$ cat src/rtl/spi_pkg.sv
// Shared types for the SPI requester arbiter: FSM state encoding and SPI field widths.
// Pure declarations; no logic, no latency, no flow control.
package spi_pkg;

  localparam int SPI_DATA_W = 8;
  localparam int SPI_MODE_W = 2;

  typedef enum logic [2:0] {
    ST_IDLE,
    ST_START,
    ST_WAIT,
    ST_DONE,
    ST_GAP
  } arb_state_e;

endpackage

$ cat src/rtl/spi_req_arbiter_if.sv
// Requester-side and spim-side signals of the SPI arbiter, grouped as one bundle.
// slave = arbiter view; master = the surrounding system (requesters plus spim).
interface spi_req_arbiter_if import spi_pkg::*; #(parameter int NREQ = 4);

  logic [NREQ-1:0]            req;
  logic [SPI_MODE_W*NREQ-1:0] req_mode;
  logic [SPI_DATA_W*NREQ-1:0] req_txdata;
  logic [NREQ-1:0]            gnt;
  logic [NREQ-1:0]            done;
  logic                       err;
  logic [SPI_DATA_W-1:0]      rxdata;
  logic                       busy;
  logic [NREQ-1:0]            dev_sel;
  logic                       m_start;
  logic [SPI_MODE_W-1:0]      m_mode;
  logic [SPI_DATA_W-1:0]      m_txdata;
  logic [SPI_DATA_W-1:0]      m_rxdata;
  logic                       m_finish;

  modport slave (
    input  req, req_mode, req_txdata, m_rxdata, m_finish,
    output gnt, done, err, rxdata, busy, dev_sel, m_start, m_mode, m_txdata
  );

  modport master (
    output req, req_mode, req_txdata, m_rxdata, m_finish,
    input  gnt, done, err, rxdata, busy, dev_sel, m_start, m_mode, m_txdata
  );

endinterface

$ cat src/rtl/spi_req_arbiter_rr_pick.sv
// Combinational round-robin picker: first set req bit at or above ptr, wrapping.
// Zero latency; no backpressure, the caller decides when to act on the pick.
module rr_pick #(
  parameter int NREQ = 4,
  parameter int PW   = (NREQ > 1) ? $clog2(NREQ) : 1
) (
  input  logic [NREQ-1:0] req,
  input  logic [PW-1:0]   ptr,
  output logic [NREQ-1:0] onehot,
  output logic [PW-1:0]   idx,
  output logic            any
);

  always_comb begin
    onehot = '0;
    idx    = '0;
    any    = 1'b0;
    for (int i = 0; i < NREQ; i++) begin
      if (!any && req[(int'(ptr) + i) % NREQ]) begin
        any                            = 1'b1;
        idx                            = PW'((int'(ptr) + i) % NREQ);
        onehot[(int'(ptr) + i) % NREQ] = 1'b1;
      end
    end
  end

endmodule

$ cat src/rtl/spi_req_arbiter.sv
// Round-robin sharing of one spim master among NREQ requesters, one byte per grant, with a watchdog.
// m_start one cycle after req is seen in IDLE; requesters hold req until done, no other backpressure.
module spi_req_arbiter import spi_pkg::*; #(
  parameter int NREQ           = 4,
  parameter int TIMEOUT_CYCLES = 1024,
  parameter int GAP_CYCLES     = 2
) (
  input logic               clk,
  input logic               rst,
  spi_req_arbiter_if.slave  bus
);

  localparam int PW = $clog2(NREQ);
  localparam int CW = (TIMEOUT_CYCLES > 2) ? $clog2(TIMEOUT_CYCLES) : 1;
  localparam int GW = (GAP_CYCLES > 2) ? $clog2(GAP_CYCLES) : 1;
  localparam logic [CW-1:0] CNT_LAST = CW'(TIMEOUT_CYCLES - 1);
  localparam logic [GW-1:0] GAP_LAST = GW'((GAP_CYCLES > 0) ? GAP_CYCLES - 1 : 0);

  arb_state_e            state_q, state_d;
  logic [NREQ-1:0]       gnt_q, gnt_d;
  logic [PW-1:0]         idx_q, idx_d;
  logic [PW-1:0]         ptr_q, ptr_d;
  logic                  err_q, err_d;
  logic [SPI_DATA_W-1:0] rxdata_q, rxdata_d;
  logic [SPI_MODE_W-1:0] mode_q, mode_d;
  logic [SPI_DATA_W-1:0] txdata_q, txdata_d;
  logic [CW-1:0]         cnt_q, cnt_d;
  logic [GW-1:0]         gap_q, gap_d;
  logic                  fin_q, fin_d;

  logic [NREQ-1:0]       pick_onehot;
  logic [PW-1:0]         pick_idx;
  logic                  pick_any;
  logic                  fin_rise;

  rr_pick #(.NREQ(NREQ), .PW(PW)) u_pick (
    .req    (bus.req),
    .ptr    (ptr_q),
    .onehot (pick_onehot),
    .idx    (pick_idx),
    .any    (pick_any)
  );

  // The edge register samples every cycle, so a level left high from a previous frame never looks new.
  assign fin_rise = bus.m_finish & ~fin_q;

  always_comb begin
    state_d  = state_q;
    gnt_d    = gnt_q;
    idx_d    = idx_q;
    ptr_d    = ptr_q;
    err_d    = err_q;
    rxdata_d = rxdata_q;
    mode_d   = mode_q;
    txdata_d = txdata_q;
    cnt_d    = cnt_q;
    gap_d    = gap_q;
    fin_d    = bus.m_finish;
    case (state_q)
      ST_IDLE: begin
        if (pick_any) begin
          gnt_d    = pick_onehot;
          idx_d    = pick_idx;
          mode_d   = bus.req_mode[int'(pick_idx)*SPI_MODE_W +: SPI_MODE_W];
          txdata_d = bus.req_txdata[int'(pick_idx)*SPI_DATA_W +: SPI_DATA_W];
          state_d  = ST_START;
        end
      end
      ST_START: begin
        cnt_d   = '0;
        state_d = ST_WAIT;
      end
      ST_WAIT: begin
        if (cnt_q != CNT_LAST) cnt_d = cnt_q + 1'b1;
        // Finish is checked first so it wins a same-cycle collision with the watchdog.
        if (fin_rise) begin
          rxdata_d = bus.m_rxdata;
          err_d    = 1'b0;
          state_d  = ST_DONE;
        end else if (cnt_q == CNT_LAST) begin
          rxdata_d = '0;
          err_d    = 1'b1;
          state_d  = ST_DONE;
        end
      end
      ST_DONE: begin
        gnt_d   = '0;
        err_d   = 1'b0;
        gap_d   = '0;
        ptr_d   = (idx_q == PW'(NREQ - 1)) ? '0 : idx_q + 1'b1;
        state_d = (GAP_CYCLES > 0) ? ST_GAP : ST_IDLE;
      end
      ST_GAP: begin
        if (gap_q == GAP_LAST) state_d = ST_IDLE;
        else                   gap_d   = gap_q + 1'b1;
      end
      default: state_d = ST_IDLE;
    endcase
  end

  always_ff @(posedge clk or negedge rst) begin
    if (!rst) begin
      state_q  <= ST_IDLE;
      gnt_q    <= '0;
      idx_q    <= '0;
      ptr_q    <= '0;
      err_q    <= 1'b0;
      rxdata_q <= '0;
      mode_q   <= '0;
      txdata_q <= '0;
      cnt_q    <= '0;
      gap_q    <= '0;
      fin_q    <= 1'b0;
    end else begin
      state_q  <= state_d;
      gnt_q    <= gnt_d;
      idx_q    <= idx_d;
      ptr_q    <= ptr_d;
      err_q    <= err_d;
      rxdata_q <= rxdata_d;
      mode_q   <= mode_d;
      txdata_q <= txdata_d;
      cnt_q    <= cnt_d;
      gap_q    <= gap_d;
      fin_q    <= fin_d;
    end
  end

  assign bus.gnt      = gnt_q;
  assign bus.dev_sel  = gnt_q;
  assign bus.done     = (state_q == ST_DONE) ? gnt_q : '0;
  assign bus.err      = err_q;
  assign bus.rxdata   = rxdata_q;
  assign bus.busy     = (state_q != ST_IDLE);
  assign bus.m_start  = (state_q == ST_START);
  assign bus.m_mode   = mode_q;
  assign bus.m_txdata = txdata_q;

endmodule
$ cat src/flat_wrapper.sv
// flat-port wrapper written by rule: the top's interface ports become plain ports
module spi_req_arbiter_flat import spi_pkg::*;
#(
  parameter int NREQ           = 4,
  parameter int TIMEOUT_CYCLES = 1024,
  parameter int GAP_CYCLES     = 2
)
  (clk, rst, bus_req, bus_req_mode, bus_req_txdata, bus_m_rxdata, bus_m_finish, bus_gnt, bus_done, bus_err, bus_rxdata, bus_busy, bus_dev_sel, bus_m_start, bus_m_mode, bus_m_txdata);
  spi_req_arbiter_if #(.NREQ(NREQ)) bus_i ();
  input logic clk;
  input logic rst;
  input wire logic [$bits(bus_i.req)-1:0] bus_req;
  input wire logic [$bits(bus_i.req_mode)-1:0] bus_req_mode;
  input wire logic [$bits(bus_i.req_txdata)-1:0] bus_req_txdata;
  input wire logic [$bits(bus_i.m_rxdata)-1:0] bus_m_rxdata;
  input wire logic [$bits(bus_i.m_finish)-1:0] bus_m_finish;
  output wire logic [$bits(bus_i.gnt)-1:0] bus_gnt;
  output wire logic [$bits(bus_i.done)-1:0] bus_done;
  output wire logic [$bits(bus_i.err)-1:0] bus_err;
  output wire logic [$bits(bus_i.rxdata)-1:0] bus_rxdata;
  output wire logic [$bits(bus_i.busy)-1:0] bus_busy;
  output wire logic [$bits(bus_i.dev_sel)-1:0] bus_dev_sel;
  output wire logic [$bits(bus_i.m_start)-1:0] bus_m_start;
  output wire logic [$bits(bus_i.m_mode)-1:0] bus_m_mode;
  output wire logic [$bits(bus_i.m_txdata)-1:0] bus_m_txdata;
  assign bus_i.req = bus_req;
  assign bus_i.req_mode = bus_req_mode;
  assign bus_i.req_txdata = bus_req_txdata;
  assign bus_i.m_rxdata = bus_m_rxdata;
  assign bus_i.m_finish = bus_m_finish;
  assign bus_gnt = bus_i.gnt;
  assign bus_done = bus_i.done;
  assign bus_err = bus_i.err;
  assign bus_rxdata = bus_i.rxdata;
  assign bus_busy = bus_i.busy;
  assign bus_dev_sel = bus_i.dev_sel;
  assign bus_m_start = bus_i.m_start;
  assign bus_m_mode = bus_i.m_mode;
  assign bus_m_txdata = bus_i.m_txdata;
  spi_req_arbiter #(.NREQ(NREQ), .TIMEOUT_CYCLES(TIMEOUT_CYCLES), .GAP_CYCLES(GAP_CYCLES)) u_core (.clk(clk), .rst(rst), .bus(bus_i));
endmodule
$ cat config.mk
export PLATFORM = sky130hd
export DESIGN_NAME = spi_req_arbiter_flat
export DESIGN_NICKNAME = d
export VERILOG_FILES = /design/src/rtl/spi_pkg.sv /design/src/rtl/spi_req_arbiter_if.sv /design/src/rtl/spi_req_arbiter_rr_pick.sv /design/src/rtl/spi_req_arbiter.sv /design/src/flat_wrapper.sv
export SDC_FILE = /design/constraint.sdc
export NUM_CORES = 1
export LEC_CHECK = 0
export ABC_CLOCK_PERIOD_IN_PS = 5000
export BUFFER_PORTS_ARGS = -buffer_cell sky130_fd_sc_hd__buf_2
export CAP_MARGIN = 10
export CORE_MARGIN = 3
export CORE_UTILIZATION = 54
export CTS_BUF_LIST = sky130_fd_sc_hd__clkbuf_8 sky130_fd_sc_hd__clkbuf_16
export DETAILED_ROUTE_END_ITERATION = 16
export PLACE_DENSITY = 0.85
export SYNTH_ARGS = -nofsm -noshare
export SYNTH_HDL_FRONTEND = slang
export SYNTH_HIERARCHICAL = 1
export SYNTH_SLANG_ARGS = --single-unit
$ cat constraint.sdc
create_clock -name clk -period 5 [get_ports clk]
set_input_delay 0.5 -clock clk [delete_from_list [all_inputs] [get_ports clk]]
set_output_delay 0.5 -clock clk [all_outputs]
set_load 0.02 [all_outputs]
---- Word level (Yosys, flattened, before mapping) ----
Cells that the tools add are included.
operators by class
  equality and inequality tests ........... 11
  mux-type cells .......................... 49
  reductions and logical operators ........ 26
  order comparisons ....................... 8
  shifts and indexed selects .............. 2
  bitwise logic cells ..................... 8
  add/sub/neg operators ................... 6
operators with widths
  kind                     number
  $shiftx A32 B6 Y8        1
  $mux W4                  6
  $pmux W10 S2             1
  $mux W1                  18
  $mux W8                  2
  $pmux W3 S5              1
  $lt A3 B4 Y1 const B     3
  $mux W3                  4
  $or A4 B4 Y4             3
  $add A10 B1 Y10 const B  1
  $eq A10 B10 Y1 const B   1
  $mux W10                 1
  $mux W2                  5
  $ne A10 B10 Y1 const B   1
  $reduce_and A2 Y1        5
  $reduce_bool A2 Y1       5
  $ge A3 B1 Y1 const B     3
  $bmux W1 S2              4
  $demux W1 S2             4
  $pmux W4 S2              1
  $shiftx A8 B4 Y2         1
  $logic_and A1 B1 Y1      7
  $eq A3 B2 Y1 const B     2
  $ne A2 B1 Y1 const B     3
  other kinds (18)         27
word-level totals
  input port bits ......................... 55
  flip-flop bits (word level) ............. 42
  word-level logic and storage cells ...... 121

---- Depth between registers and ports, before layout ----
  word-level depth ........................ 16
  depth in mapped cells ................... 12
  depth with buffers taken out ............ 9

---- Cells and area by module ----
The synthesis kept the hierarchy.
modules (own cells, without submodules)
  module           seq. area each (sq um)  area an instance (sq um)  instances  cells each
  spi_req_arbiter  1,051.0                 2,142.1                   1          184
  rr_pick          0.0                     419.2                     1          45

---- Least setup slack after synthesis ----
OpenSTA, ideal clock, no wires.
  path kind ............................... register -> register
  start ................................... register u_core.ptr_q[0]
  end ..................................... register u_core.mode_q[1], in the netlist u_core/bus.m_mode[1]
  path buffers ............................ 3
  data arrival time ....................... 2.915 ns
  period minus slack after synthesis ...... 3.039 ns
  required time ........................... 4.875 ns
  stages on the path, launching flop included .. 12
  slack ................................... 1.961 ns
  path through ............................ dfrtp_1 buf_6 inv_1 ha_1 mux4_2 buf_6 and2b_2 o21ai_0 o31ai_1 buf_2 mux4_2 mux2_2
between the ends
  word-level cells in the longest chain between the ends .. 13
  elaborated cells on any way between the ends .. 30
  classes of those cells .................. add/sub: 3; shift: 1; mux: 19; reduce/logical: 7
RTL lines
  item                                                                      RTL line                                                      RTL
  start: declaration                                                        spi_req_arbiter.sv:22                                         logic [PW-1:0] ptr_q, ptr_d;
  start signal: assignment                                                  spi_req_arbiter.sv:118                                        ptr_q <= ptr_d;
  $add A2 B1 Y2 / $bmux W1 S2 (equally long branches)                       spi_req_arbiter_rr_pick.sv:19, spi_req_arbiter_rr_pick.sv:21
  $bmux W1 S2 / $mux W1 (equally long branches)                             spi_req_arbiter_rr_pick.sv:19                                 if (!any && req[(int'(ptr) + i) % NREQ]) begin
  $mux W1 (not written as such)                                             spi_req_arbiter_rr_pick.sv:19
  $mux W1 (not written as such) / $logic_not A1 Y1 (equally long branches)  spi_req_arbiter_rr_pick.sv:19
  $logic_and A1 B1 Y1                                                       spi_req_arbiter_rr_pick.sv:19
  $mux W1                                                                   spi_req_arbiter_rr_pick.sv:19
  $logic_not A1 Y1                                                          spi_req_arbiter_rr_pick.sv:19
  $logic_and A1 B1 Y1                                                       spi_req_arbiter_rr_pick.sv:19
  $mux W1                                                                   spi_req_arbiter_rr_pick.sv:19
  $logic_not A1 Y1                                                          spi_req_arbiter_rr_pick.sv:19
  $logic_and A1 B1 Y1                                                       spi_req_arbiter_rr_pick.sv:19
  $mux W2 *                                                                 spi_req_arbiter_rr_pick.sv:19
  via u_core.pick_idx[0]                                                    spi_req_arbiter.sv:32                                         logic [PW-1:0] pick_idx;
  $shiftx A8 B4 Y2 *                                                        spi_req_arbiter.sv:64                                         mode_d = bus.req_mode[int'(pick_idx)*SPI_MODE_W +: SPI_MODE_W];
  end signal: assignment                                                    spi_req_arbiter.sv:121                                        mode_q <= mode_d;
  end: declaration                                                          spi_req_arbiter.sv:25                                         logic [SPI_MODE_W-1:0] mode_q, mode_d;
The timed path passes the listed nets; every way through them passes the cells marked *. The select of a mux whose other input is x is not followed.
A chain may end at the register's enable or synchronous reset.

---- Worst setup path after layout ----
  start ................................... register u_core.ptr_q[0]
  end ..................................... register u_core.txdata_q[7], in the netlist u_core/bus.m_txdata[7]
between the ends
  word-level cells in the longest chain between the ends .. 13
  elaborated cells on any way between the ends .. 30
  classes of those cells .................. add/sub: 3; shift: 1; mux: 19; reduce/logical: 7
RTL lines
  item                                                                      RTL line                                                      RTL
  $add A2 B1 Y2 / $bmux W1 S2 (equally long branches)                       spi_req_arbiter_rr_pick.sv:19, spi_req_arbiter_rr_pick.sv:21
  $bmux W1 S2 / $mux W1 (equally long branches)                             spi_req_arbiter_rr_pick.sv:19
  $mux W1 (not written as such)                                             spi_req_arbiter_rr_pick.sv:19
  $mux W1 (not written as such) / $logic_not A1 Y1 (equally long branches)  spi_req_arbiter_rr_pick.sv:19
  $logic_and A1 B1 Y1                                                       spi_req_arbiter_rr_pick.sv:19
  $mux W1                                                                   spi_req_arbiter_rr_pick.sv:19
  $logic_not A1 Y1                                                          spi_req_arbiter_rr_pick.sv:19
  $logic_and A1 B1 Y1                                                       spi_req_arbiter_rr_pick.sv:19
  $mux W1                                                                   spi_req_arbiter_rr_pick.sv:19
  $logic_not A1 Y1                                                          spi_req_arbiter_rr_pick.sv:19
  $logic_and A1 B1 Y1                                                       spi_req_arbiter_rr_pick.sv:19
  $mux W2 *                                                                 spi_req_arbiter_rr_pick.sv:19
  via u_core.pick_idx[1]                                                    spi_req_arbiter.sv:32
  $shiftx A32 B6 Y8 *                                                       spi_req_arbiter.sv:65                                         txdata_d = bus.req_txdata[int'(pick_idx)*SPI_DATA_W +: SPI_DATA_W];
  end signal: assignment                                                    spi_req_arbiter.sv:122                                        txdata_q <= txdata_d;
  end: declaration                                                          spi_req_arbiter.sv:26                                         logic [SPI_DATA_W-1:0] txdata_q, txdata_d;
Marked as above.

==> flow_summary.rst <==
.. list-table::
   :header-rows: 1

   * - Metric
     - Value
   * - Result of the run
     - complete, no violations
   * - Clk root buf
     - sky130_fd_sc_hd__clkbuf_8
   * - Via Count
     - 2123
   * - Input/output buffers
     - 87
   * - Clock transition at the registers of the reported paths
     - 0.09 ns
   * - Largest net degree at the start of global routing
     - 43
   * - Total count of hold-check failures in the final report
     - 0
   * - R2r setup slk
     - around 1.6 ns
   * - FF-to-FF Start
     - u_core/ptr_q[0]
   * - Mean routed wirelength per cell
     - 15.8 um
   * - Fraction of layout cells with a size suffix above 1
     - 42.6%
   * - Cell internal pwr
     - 1.14 mW
   * - Post-synthesis instance total
     - between 200 and 250
   * - Post-route setup TNS
     - 0 ns
   * - End point of the critical path
     - u_core/bus.m_txdata[7]
   * - Power density of the placed cells
     - 643 mW/mm^2
   * - # hold bufs at CTS
     - 0
   * - Switching Fraction
     - 42.6%
   * - Clock latency on the worst-skew pair
     - 0.30 ns
   * - # H-tree levels
     - 2
   * - Area contributors post-synth
     - sky130_fd_sc_hd__dfrtp_1 41%, sky130_fd_sc_hd__mux4_2 11%, sky130_fd_sc_hd__mux2_2 6.6%
   * - Final Max Tran Viols
     - 0
   * - Minimum clock period after layout
     - 3.42 ns
   * - Horizontal extent of the die
     - 74.9 um
   * - DR vias/cell
     - 5.86
   * - DR pass1 iterations
     - 4
   * - Final setup fails
     - 0
   * - Share of the synthesized area in the top cell type
     - 41.0%
   * - Io pins
     - 88
   * - Critical path type
     - flop to flop
   * - RSZ-0062 raised after global routing
     - false
   * - Number of clock sinks seen by CTS
     - 42
   * - Clock tree from TritonCTS
     - built
   * - Seq cells post-synth
     - 42
   * - RePlAce Congestion
     - roughly 0.83
   * - First-pass GRT wire length
     - 9490 um
   * - Post-synth top cells
     - 42 x sky130_fd_sc_hd__dfrtp_1, 27 x sky130_fd_sc_hd__nand2_1, 16 x sky130_fd_sc_hd__nor2_1
   * - Post-detailed-routing wire length
     - 5740 um
   * - Tightest hold margin
     - 0.321 ns
   * - Fraction of registers with async set/reset
     - 100%
   * - Maximum root-to-sink buffer count
     - 2
   * - IR Drop Worst-Case VDD
     - 0.392 mV
   * - Cell area after placement
     - 0.00298 sq mm
   * - Via count of the first global-routing pass
     - 2070
   * - Detailed placement HPWL
     - 4140 um
   * - Clock power frac
     - 14.2%
   * - Number of antenna violations at the first check in global routing
     - 0
   * - Core footprint
     - 0.00447 sq mm
   * - Global route total overflow
     - 0
   * - Clock buffers created by TritonCTS
     - 5
   * - Syn_nets
     - 291
   * - Capture instance of the worst register-to-register path
     - u_core/bus.m_txdata[7]
   * - Element type at the critical path end
     - flop
   * - Post-synth top flop
     - sky130_fd_sc_hd__dfrtp_1
   * - Combinational Power Share
     - 56.7%
   * - Max_slew headroom
     - 39.5%
   * - Overall power of the completed layout
     - 1.99 mW
   * - Total track usage
     - 22.2%
   * - Gates resized, CTS repair
     - 0
   * - Area leader, netlist
     - sky130_fd_sc_hd__dfrtp_1
   * - Library cells used by synthesis
     - 48
   * - Average instance area after synthesis
     - 11.2 sq um
   * - Number of antenna repair diodes
     - 0
   * - Height of the chip
     - 74.9 um
   * - Fillcell total
     - between 300 and 400
   * - Part of the total power dissipated in sequential elements
     - 29.1%
   * - Logic depth of the worst register-to-register path
     - 7
   * - Highest clock rate
     - 293 MHz
   * - Combined area of all synthesized cells
     - between 0.002 and 0.003 sq mm
   * - Number of buffers inserted to repair setup after CTS
     - 0
   * - Data arrival time of the critical path
     - around 3.6 ns
   * - DRC viols
     - 0
   * - Net total in the final layout
     - 371
   * - Launching element type of the critical path
     - flop
   * - Pleak
     - around 1.5 nW
   * - Data required, critical path
     - 5.19 ns
   * - Initial core utilization
     - 57.2%
   * - First element of the critical path
     - u_core/ptr_q[0]
   * - Worst hold-check path type
     - primary input to asynchronous set/reset pin
   * - Initial drt markers
     - 148
   * - Floorplan row count
     - 24
   * - Total Die Area
     - 0.00561 sq mm
   * - Final non-filler cell area
     - 0.00309 sq mm
   * - Top-count cell post-synth
     - sky130_fd_sc_hd__dfrtp_1
   * - Fraction of the yosys area taken by sequential cells
     - 41.0%
   * - Share of the clock period used by the worst path after layout
     - between 60% and 70%
   * - Transition time at the pin with the least slew margin
     - 0.907 ns
   * - Remaining antenna violation count
     - 0
   * - Number of maximum-capacitance constraint violations
     - 0
   * - CP max FO
     - 13
   * - Worst Skew
     - 0.00442 ns
   * - Total net switching power
     - 846 uW
   * - Count of synthesis-stage warnings from yosys
     - 6
   * - Synth-to-layout area growth
     - 20.8%
   * - Count of flip-flops with a built-in enable after synthesis
     - 0
cell type report:
type | count | area [sq um] | share of cell area (%)
clock buffers | 5 | 68.8 | 2.22
clock inverters | 3 | 48.8 | 1.58
inverters | 11 | 41.3 | 1.33
multi-input cells | 160 | 1370 | 44.2
flip-flops and latches | 42 | 1050 | 34.0
well taps | 52 | 65.1 | 2.10
repair buffers | 89 | 450 | 14.6
power groups by stage:
| stage | clock (mW) | sequential, mW | combinational [mW] |
|---|---|---|---|
| final | 0.283 | 0.579 | 1.13 |
| after global routing | 0.304 | 0.600 | 1.23 |
| after CTS | 0.289 | 0.579 | 1.13 |
| after detailed placement | 0 | 0.581 | 1.12 |
| after global placement | 0 | 0.578 | 1.07 |
| after floorplan | 0 | 0.645 | 0.811 |
cell families after synthesis:
family	count (synthesis)	share of synthesized area [%]
simple gates	69	14.8
mux	32	20.4
xor+xnor	2	0.684
compound gates	50	13.9
buf+inv	27	5.76
fa+ha+maj	7	3.42
flops	42	41.0
worst max-delay path: stages (launching register included):
cell and delay [ns]:
sky130_fd_sc_hd__dfrtp_1 0.67, sky130_fd_sc_hd__inv_1 0.17, sky130_fd_sc_hd__ha_1 0.39, sky130_fd_sc_hd__mux4_2 0.44
sky130_fd_sc_hd__o311ai_0 0.41, sky130_fd_sc_hd__a32o_1 0.54, sky130_fd_sc_hd__mux4_2 0.39, sky130_fd_sc_hd__mux2_2 0.29
sequential cells by signal, indices dropped and copies added, names as in the netlist:
register             flops
u_core/bus.m_txdata      8
u_core/idx_q             2
u_core/bus.err           1
u_core/ptr_q             2
u_core/bus.rxdata        8
u_core/state_q           3
u_core/bus.m_mode        2
u_core/gap_q             1
u_core/bus.dev_sel       4
u_core/cnt_q            10
u_core/fin_q             1
stage by stage:
stage / std cells / utilization (%) / setup slack [ns]
floorplan: 229 / - / 1.96
global placement: 354 / 66.5 / 1.78
global route: 362 / 69.1 / 1.38
finish: 362 / 69.1 / 1.58
detailed placement: 354 / 66.5 / 1.62
CTS: 362 / 69.1 / 1.60
per-layer routing:
metal  up-vias  share of wire (%)  track usage, %
li1       1014                  -               -
met3        14                8.8            6.68
met2       108                 49            37.6
met4         0                1.8            6.13
met5         -                  0               0
met1       987                 41            27.7
cells in the final DEF, fill, tap and decap left out, types with 3 or more instances in the layout:
cell	count
sky130_fd_sc_hd__ha_1	7
sky130_fd_sc_hd__a22oi_1	8
sky130_fd_sc_hd__dfrtp_1	42
sky130_fd_sc_hd__or3_1	4
sky130_fd_sc_hd__mux2_2	15
sky130_fd_sc_hd__o21ai_0	14
sky130_fd_sc_hd__buf_2	87
sky130_fd_sc_hd__a21oi_1	4
sky130_fd_sc_hd__o2bb2ai_1	8
sky130_fd_sc_hd__mux2i_1	3
sky130_fd_sc_hd__inv_1	11
sky130_fd_sc_hd__nor2_1	16
sky130_fd_sc_hd__clkbuf_8	5
sky130_fd_sc_hd__a31oi_1	3
sky130_fd_sc_hd__mux4_2	12
sky130_fd_sc_hd__nand2_1	27
sky130_fd_sc_hd__nand3b_1	3
worst min path at each step:
stage / endpoint / slack, ns / startpoint
floorplan: u_core/bus.dev_sel[0] / 0.20 / rst
global placement: u_core/ptr_q[0] / 0.47 / u_core/idx_q[0]
detailed placement: u_core/bus.m_txdata[6] / 0.49 / u_core/bus.m_txdata[6]
CTS: u_core/fin_q / 0.32 / bus_m_finish
global route: u_core/fin_q / 0.32 / bus_m_finish
finish: u_core/cnt_q[7] / 0.32 / rst
No activity file was read; power rests on OpenSTA's default activity.
